**config.mk**
```make
export PLATFORM = sky130hd
export DESIGN_NAME = mem_ctrl
export DESIGN_NICKNAME = d
export VERILOG_FILES = /design/src/rtl/mem_ctrl_pkg.sv /design/src/rtl/mem_ctrl_wait_timer.sv /design/src/rtl/mem_ctrl.sv
export SDC_FILE = /design/constraint.sdc
export NUM_CORES = 1
export LEC_CHECK = 0
export BUFFER_PORTS_ARGS = -buffer_cell sky130_fd_sc_hd__buf_2
export CAP_MARGIN = 10
export CORE_ASPECT_RATIO = 0.75
export CORE_MARGIN = 5
export CORE_UTILIZATION = 44
export DETAILED_ROUTE_END_ITERATION = 6
export HOLD_SLACK_MARGIN = 0.03
export PLACE_DENSITY = 0.76
export SETUP_SLACK_MARGIN = 0.3
export SLEW_MARGIN = 20
export SYNTH_ARGS = -nofsm -noshare
export SYNTH_HDL_FRONTEND = slang
export SYNTH_HIERARCHICAL = 1
export SYNTH_SLANG_ARGS = --single-unit
```
**constraint.sdc**
```tcl
create_clock -name clk -period 4.5 [get_ports clk]
set_input_delay 0.9 -clock clk [delete_from_list [all_inputs] [get_ports clk]]
set_output_delay 0.9 -clock clk [all_outputs]
set_load 0.01 [all_outputs]
```
**src/rtl/mem_ctrl_pkg.sv**
```systemverilog
`default_nettype none
// ----------------------------------------------------------------------------
// mem_ctrl_pkg : shared state and operation types for the memory controller
// Revision     : 1.0
// ----------------------------------------------------------------------------
package mem_ctrl_pkg;

  typedef enum logic [1:0] {
    IDLE   = 2'd0,
    ACCESS = 2'd1,
    RESP   = 2'd2,
    HOLD   = 2'd3
  } mem_state_t;

  typedef enum logic {
    OP_RD = 1'b0,
    OP_WR = 1'b1
  } mem_op_t;

endpackage
`default_nettype wire

```
**src/rtl/mem_ctrl_wait_timer.sv**
```systemverilog
`default_nettype none
// ----------------------------------------------------------------------------
// wait_timer : saturating wait-cycle counter, hit asserted while count == LIMIT
// Revision   : 1.0
// ----------------------------------------------------------------------------
module wait_timer #(
  parameter int LIMIT = 255
) (
  input  logic clk,
  input  logic rst_n,
  input  logic clr,
  input  logic en,
  output logic hit
);

  localparam int         W   = (LIMIT < 1) ? 1 : $clog2(LIMIT + 1);
  localparam logic [W-1:0] LIM = W'(LIMIT);

  logic [W-1:0] count_q;
  logic [W-1:0] count_d;

  always_comb begin
    count_d = count_q;
    if (clr) begin
      count_d = '0;
    end else if (en && (count_q != LIM)) begin
      count_d = count_q + W'(1);
    end
  end

  always_ff @(posedge clk or negedge rst_n) begin
    if (!rst_n) begin
      count_q <= '0;
    end else begin
      count_q <= count_d;
    end
  end

  assign hit = (count_q == LIM);

endmodule
`default_nettype wire

```
**src/rtl/mem_ctrl.sv**
```systemverilog
`default_nettype none
// ----------------------------------------------------------------------------
// mem_ctrl : turns CPU mem_rd/mem_wr levels into one handshaked RAM access
//            with a watchdog that aborts unacknowledged accesses as bus errors
// Revision : 1.0
// ----------------------------------------------------------------------------
module mem_ctrl
  import mem_ctrl_pkg::*;
#(
  parameter int ADDR_WIDTH = 32,
  parameter int DATA_WIDTH = 32,
  parameter int TIMEOUT    = 255
) (
  input  logic                  clk,
  input  logic                  rst_n,
  input  logic                  mem_rd,
  input  logic                  mem_wr,
  input  logic [ADDR_WIDTH-1:0] addr,
  input  logic [DATA_WIDTH-1:0] wdata,
  output logic [DATA_WIDTH-1:0] rdata,
  output logic                  done,
  output logic                  bus_err,
  output logic                  busy,
  output logic                  ram_en,
  output logic                  ram_we,
  output logic [ADDR_WIDTH-1:0] ram_addr,
  output logic [DATA_WIDTH-1:0] ram_wdata,
  input  logic [DATA_WIDTH-1:0] ram_rdata,
  input  logic                  ram_ack
);

  mem_state_t            state_q, state_d;
  mem_op_t               op_q, op_d;
  logic                  err_q, err_d;
  logic [ADDR_WIDTH-1:0] addr_q, addr_d;
  logic [DATA_WIDTH-1:0] wdata_q, wdata_d;
  logic [DATA_WIDTH-1:0] rdata_q, rdata_d;

  logic start;
  logic timer_clr;
  logic timer_hit;

  // The timer also counts the launching edge, so it reads k in the k-th ACCESS cycle.
  assign start     = (state_q == IDLE) && (mem_rd ^ mem_wr);
  assign timer_clr = !(start || (state_q == ACCESS));

  wait_timer #(
    .LIMIT (TIMEOUT)
  ) u_wait_timer (
    .clk   (clk),
    .rst_n (rst_n),
    .clr   (timer_clr),
    .en    (!timer_clr),
    .hit   (timer_hit)
  );

  always_comb begin
    state_d = state_q;
    op_d    = op_q;
    err_d   = err_q;
    addr_d  = addr_q;
    wdata_d = wdata_q;
    rdata_d = rdata_q;
    ram_en  = 1'b0;
    ram_we  = 1'b0;
    done    = 1'b0;
    bus_err = 1'b0;
    busy    = 1'b0;

    case (state_q)
      IDLE: begin
        if (mem_rd && mem_wr) begin
          err_d   = 1'b1;
          rdata_d = '0;
          state_d = RESP;
        end else if (mem_rd || mem_wr) begin
          op_d    = mem_wr ? OP_WR : OP_RD;
          addr_d  = addr;
          wdata_d = wdata;
          err_d   = 1'b0;
          state_d = ACCESS;
        end
      end
      ACCESS: begin
        ram_en = 1'b1;
        ram_we = (op_q == OP_WR);
        busy   = 1'b1;
        // An ack in the watchdog's final cycle still completes normally.
        if (ram_ack) begin
          if (op_q == OP_RD) begin
            rdata_d = ram_rdata;
          end
          state_d = RESP;
        end else if (timer_hit) begin
          err_d   = 1'b1;
          rdata_d = '0;
          state_d = RESP;
        end
      end
      RESP: begin
        done    = 1'b1;
        bus_err = err_q;
        busy    = 1'b1;
        state_d = HOLD;
      end
      HOLD: begin
        if (!mem_rd && !mem_wr) begin
          state_d = IDLE;
        end
      end
      default: state_d = IDLE;
    endcase
  end

  always_ff @(posedge clk or negedge rst_n) begin
    if (!rst_n) begin
      state_q <= IDLE;
      op_q    <= OP_RD;
      err_q   <= 1'b0;
      addr_q  <= '0;
      wdata_q <= '0;
      rdata_q <= '0;
    end else begin
      state_q <= state_d;
      op_q    <= op_d;
      err_q   <= err_d;
      addr_q  <= addr_d;
      wdata_q <= wdata_d;
      rdata_q <= rdata_d;
    end
  end

  assign rdata     = rdata_q;
  assign ram_addr  = addr_q;
  assign ram_wdata = wdata_q;

endmodule
`default_nettype wire

```
== Word level (Yosys, flattened, before mapping) ==
Cells that the tools add are included.

* Flip-flop bits (word level): 108
* Output and inout port bits: 101
* Logic and storage cells: 62

* Add/subtract/negate cells: 1
* Equality and inequality tests: 13
* Mux-type cells: 24
* Bitwise gates (word level): 2
* Reduce and logical (&&, ||, !) cells: 15

{| class="wikitable"
|+ Operators with widths
! cell !! count
|-
| 32-bit two-way mux || 4
|-
| 32-bit case mux with 2 select lines || 1
|-
| 8-bit two-way mux || 2
|-
| 1-bit two-way mux || 10
|-
| 2-bit two-way mux || 5
|-
| 8-bit by 1-bit adder with 8-bit output, second input constant || 1
|-
| 8-bit equality test, second input constant || 1
|-
| 2-bit inequality test, second input constant || 4
|-
| 8-bit inequality test, second input constant || 1
|-
| 2-bit case mux with 4 select lines || 1
|-
| 4-bit AND reduction || 2
|-
| 3-bit inequality test, second input constant || 2
|-
| 3-bit AND reduction || 2
|-
| 2-bit equality test, second input constant || 2
|-
| 1-bit logical AND || 4
|-
| 3-bit by 1-bit inequality test with 1-bit output, second input constant || 1
|-
| 2-bit by 1-bit equality test with 1-bit output, second input constant || 1
|-
| 1-bit zero test || 2
|-
| 2-bit zero test || 1
|-
| 1-bit logical OR || 2
|-
| 2-bit by 1-bit inequality test with 1-bit output, second input constant || 1
|-
| 1-bit case mux with 2 select lines || 1
|-
| 2-bit nonzero test || 1
|-
| 2-bit OR reduction || 1
|-
| 2 further kinds || 2
|}

== Depth between registers and ports, before layout ==
* Word-level depth: 6
* Depth in mapped cells: 8

== Hierarchy ==
Netlist, hierarchy kept.

{| class="wikitable"
|+ Modules (own cells, without submodules)
! module !! times used !! cells an instance !! area an instance (µm²) !! seq. area each (µm²)
|-
| mem_ctrl || 1 || 249 || 3905.0 || 2502.4
|-
| wait_timer || 1 || 47 || 474.2 || 200.2
|}

== Least setup slack after synthesis ==
Ideal clock, no wire load.

* Path kind: input port to flip-flop
* From: in mem_rd
* To: reg wdata_q[12], in the netlist ram_wdata[12]
* Library setup time: 0.125 ns
* Arrival time: 2.080 ns
* Required time: 4.375 ns
* Slack: 2.295 ns
* Stages on the path: 5
* Path through: ha_1 nor3b_2 buf_4 buf_2 mux2_2

* Word-level cells in the longest chain between the ends: 3
* Elaborated cells between the ends (all ways): 4

{| class="wikitable"
|+ RTL lines
! element !! line !! source
|-
| start: declaration || mem_ctrl.sv:16 || <nowiki>input logic mem_rd,</nowiki>
|-
| 1-bit logical AND || mem_ctrl.sv:72 || <nowiki>if (mem_rd && mem_wr) begin</nowiki>
|-
| 1-bit NOT (no line) || -- ||
|-
| 3-bit AND reduction (no line) (*) || -- ||
|-
| end signal: assignment || mem_ctrl.sv:128 || <nowiki>wdata_q <= wdata_d;</nowiki>
|-
| end: declaration || mem_ctrl.sv:36 || <nowiki>logic [DATA_WIDTH-1:0] wdata_q, wdata_d;</nowiki>
|}

Mark *: on every way between the ends. The rest lies on a longest branch, timed or not.
A chain may end at the register's enable or synchronous reset.

== Worst setup path after layout ==
* From: in mem_rd
* To: reg wdata_q[15], in the netlist ram_wdata[15]

The elaborated chain is that of the path after synthesis.

==> flow_summary.yaml <==
global_route:
  grt_first_pass_wirelength_um: 16700
  grt_overflow_total: 0
  grt_antenna_before_repair: 0
  grt_pass1_vias: 3317
  grt_use_total_pct: 17.3
  grt_max_degree: 75
clock_network:
  cts.path.max_buffers: 2
  cts-htree-levels: 3
  cts_tree: "done"
  root_buffer: "clkbuf_16"
  clkTransAtPathRegs_ps: 70
  ctsHoldBuffers: 0
  cts_setup_buffers: 0
  numCtsBuffers: 9
  cts.sinks: 108
  cts_resized: 0
  worstSkewPairLatency_ps: 340
worst_setup_path:
  worstPathMaxFanout: 56
  start_kind: "input pin"
  cp-startpoint: "mem_rd"
  r2r-start: "state_q[1]"
  crit_path_end_kind: "flop"
  timing.setup.critical_path_class: "input pin to flop"
  arrival_ps: 2640
  required_ps: 4720
  r2r_slack_ps: 2100
timing:
  fmax_mhz: 413
  clock_skew_ps: 6.70
  setup_ws_ps: 2080
  hold_viol: 0
  drv_slew: 0
  rsz0062_at_grt: "false"
  tightest_slew_ps: 948
  final-setup-viol-count: 0
  min_period_over_period_pct: 53.8
  finalSetupTns_ps: 0
  slew_headroom_pct: 36.8
  period_minus_slack_ps: 2420
power:
  peakVddDrop_uv: 302
  leakage_nw: 2.95
  power_density_nw_per_um2: 692
  p_total_mw: 4.00
routing:
  vias: 3202
  drc: 0
  drt_iter0_drc: 212
  ant_nets: 0
  wl_per_cell_um: 16.8
  wl_um: 10600
  viasPerCell: 5.05
  first_pass_iters: 4
synth:
  synth_cells: 296
  seq_area_frac_synth_pct: 61.7
  synthesis.nets: 405
  synth_seq_cells: 108
  syn_area_sq_um: 4380
  synth_ff_type: "dfrtp_1"
  avgSynthCellArea_sq_um: 14.8
  synth_edf_count: 0
  ys_types: 41
  ys_warn_count: 6
  synthArstFlopShare_pct: 100
die:
  die_h_um: 96.4
  rows: 31
  ios: 202
  start_util_pct: 45.2
  die_x_um: 125
  core_sq_um: 9700
  dieArea_sq_um: 12100
run:
  maxCapViolCount: 0
layout:
  syn_to_final_growth_pct: 32.0
  drive_gt1_share_pct: 58.3
  nets: 605
  final_cell_count_no_fill: 634
  fillers: 799
  final_cell_area_sq_um: 5780
placement:
  port_buffers: 201
  placed_cells: 617
  dp_hpwl_um: 7890
  place_area_sq_um: 5500
  place_congestion: 0.834
  place_ws_ps: 1700
run_status:
  status: "finished, final reports clean"
min_path:
  holdCritStartpoint: "rdata[12]"
  worst_hold_path_type: "flop to flop"
## path summary, 6_finish.rpt
path,end,cells after the start
setup / recovery,ram_wdata[15],5
hold / removal,rdata[12],1
setup reg to reg,ram_wdata[15],5
hold reg to reg,rdata[12],1
max in group asynchronous,ram_addr[10],2
min in group asynchronous,state_q[0],1
## worst max-delay path: stages
cell     delay, ps
buf_2          110
ha_1           270
nor3b_4        590
buf_12         360
mux2_2         380
## cell families after synthesis
logic type / after synthesis / synth area share (%)
compound gates: 53 / 9.74
fa+ha+maj: 8 / 2.29
buf+inv: 21 / 2.97
flops: 108 / 61.7
mux: 71 / 18.2
simple gates: 35 / 5.06
## state kept, by name, summed over array words and instances (netlist names)
| name | count |
|---|---|
| ram_wdata | 32 |
| rdata | 32 |
| state_q | 2 |
| ram_addr | 32 |
| u_wait_timer/count_q | 8 |
| op_q | 1 |
| err_q | 1 |
## routing by layer
layer	GRT usage, %	wire [um]	vias up
li1	-	-	1489
met1	22.4	4600	1573
met2	28.0	5130	128
met3	5.82	760	12
met4	5.78	161	0
met5	0	0	-
## cell usage in the layout, fill, tap and decap left out, types with 2 or more instances in the layout
master | synthesis | layout
nand3_1 | 3 | 3
inv_6 | 0 | 2
and3_1 | 2 | 2
a211oi_1 | 2 | 2
ha_1 | 8 | 8
inv_1 | 5 | 5
nand2_1 | 4 | 4
buf_4 | 5 | 4
clkinv_4 | 0 | 2
a21oi_1 | 8 | 8
mux2i_1 | 4 | 4
nor4bb_1 | 2 | 2
a21o_1 | 2 | 2
and2_1 | 2 | 2
clkbuf_16 | 0 | 9
nor2_1 | 4 | 4
mux2_2 | 65 | 65
a22o_1 | 31 | 31
nor2b_1 | 2 | 2
nand2b_1 | 5 | 5
buf_2 | 8 | 200
dfrtp_1 | 108 | 108
nor3_1 | 3 | 2
## report_power, final
group | internal, mW | switching (mW)
combinational | 0.826 | 0.809
sequential | 1.40 | 0.224
clock | 0.384 | 0.361
## synth_stat cells (all sizes together) (3+ instances only)
cell	count	area [sq um]
inv	5	18.8
mux2i	4	40.0
nand3	3	15.0
mux2	67	758
nand2b	5	31.3
buf	16	111
nand2	4	15.0
a21oi	8	40.0
nor2	4	15.0
nor3	3	15.0
dfrtp	108	2700
ha	8	100
a22o	31	272
## layout make-up
type                            instances  area [sq um]  area share (%)
Clock inverter                          7          58.8            1.02
Antenna cell                            1          2.50          0.0433
Tap cell                              132           165            2.86
Inverter                                5          18.8           0.325
Sequential cell                       108          2700            46.7
Clock buffer                            9           225            3.90
Timing Repair Buffer                  205          1050            18.2
Multi-Input combinational cell        167          1560            26.9
## per-stage QoR
step	hold WS [ps]	util, %
floorplan	479	-
global placement	468	56.7
detailed placement	471	56.7
CTS	490	59.6
global route	501	59.6
finish	485	59.6
No activity file was read; power rests on OpenSTA's default activity.
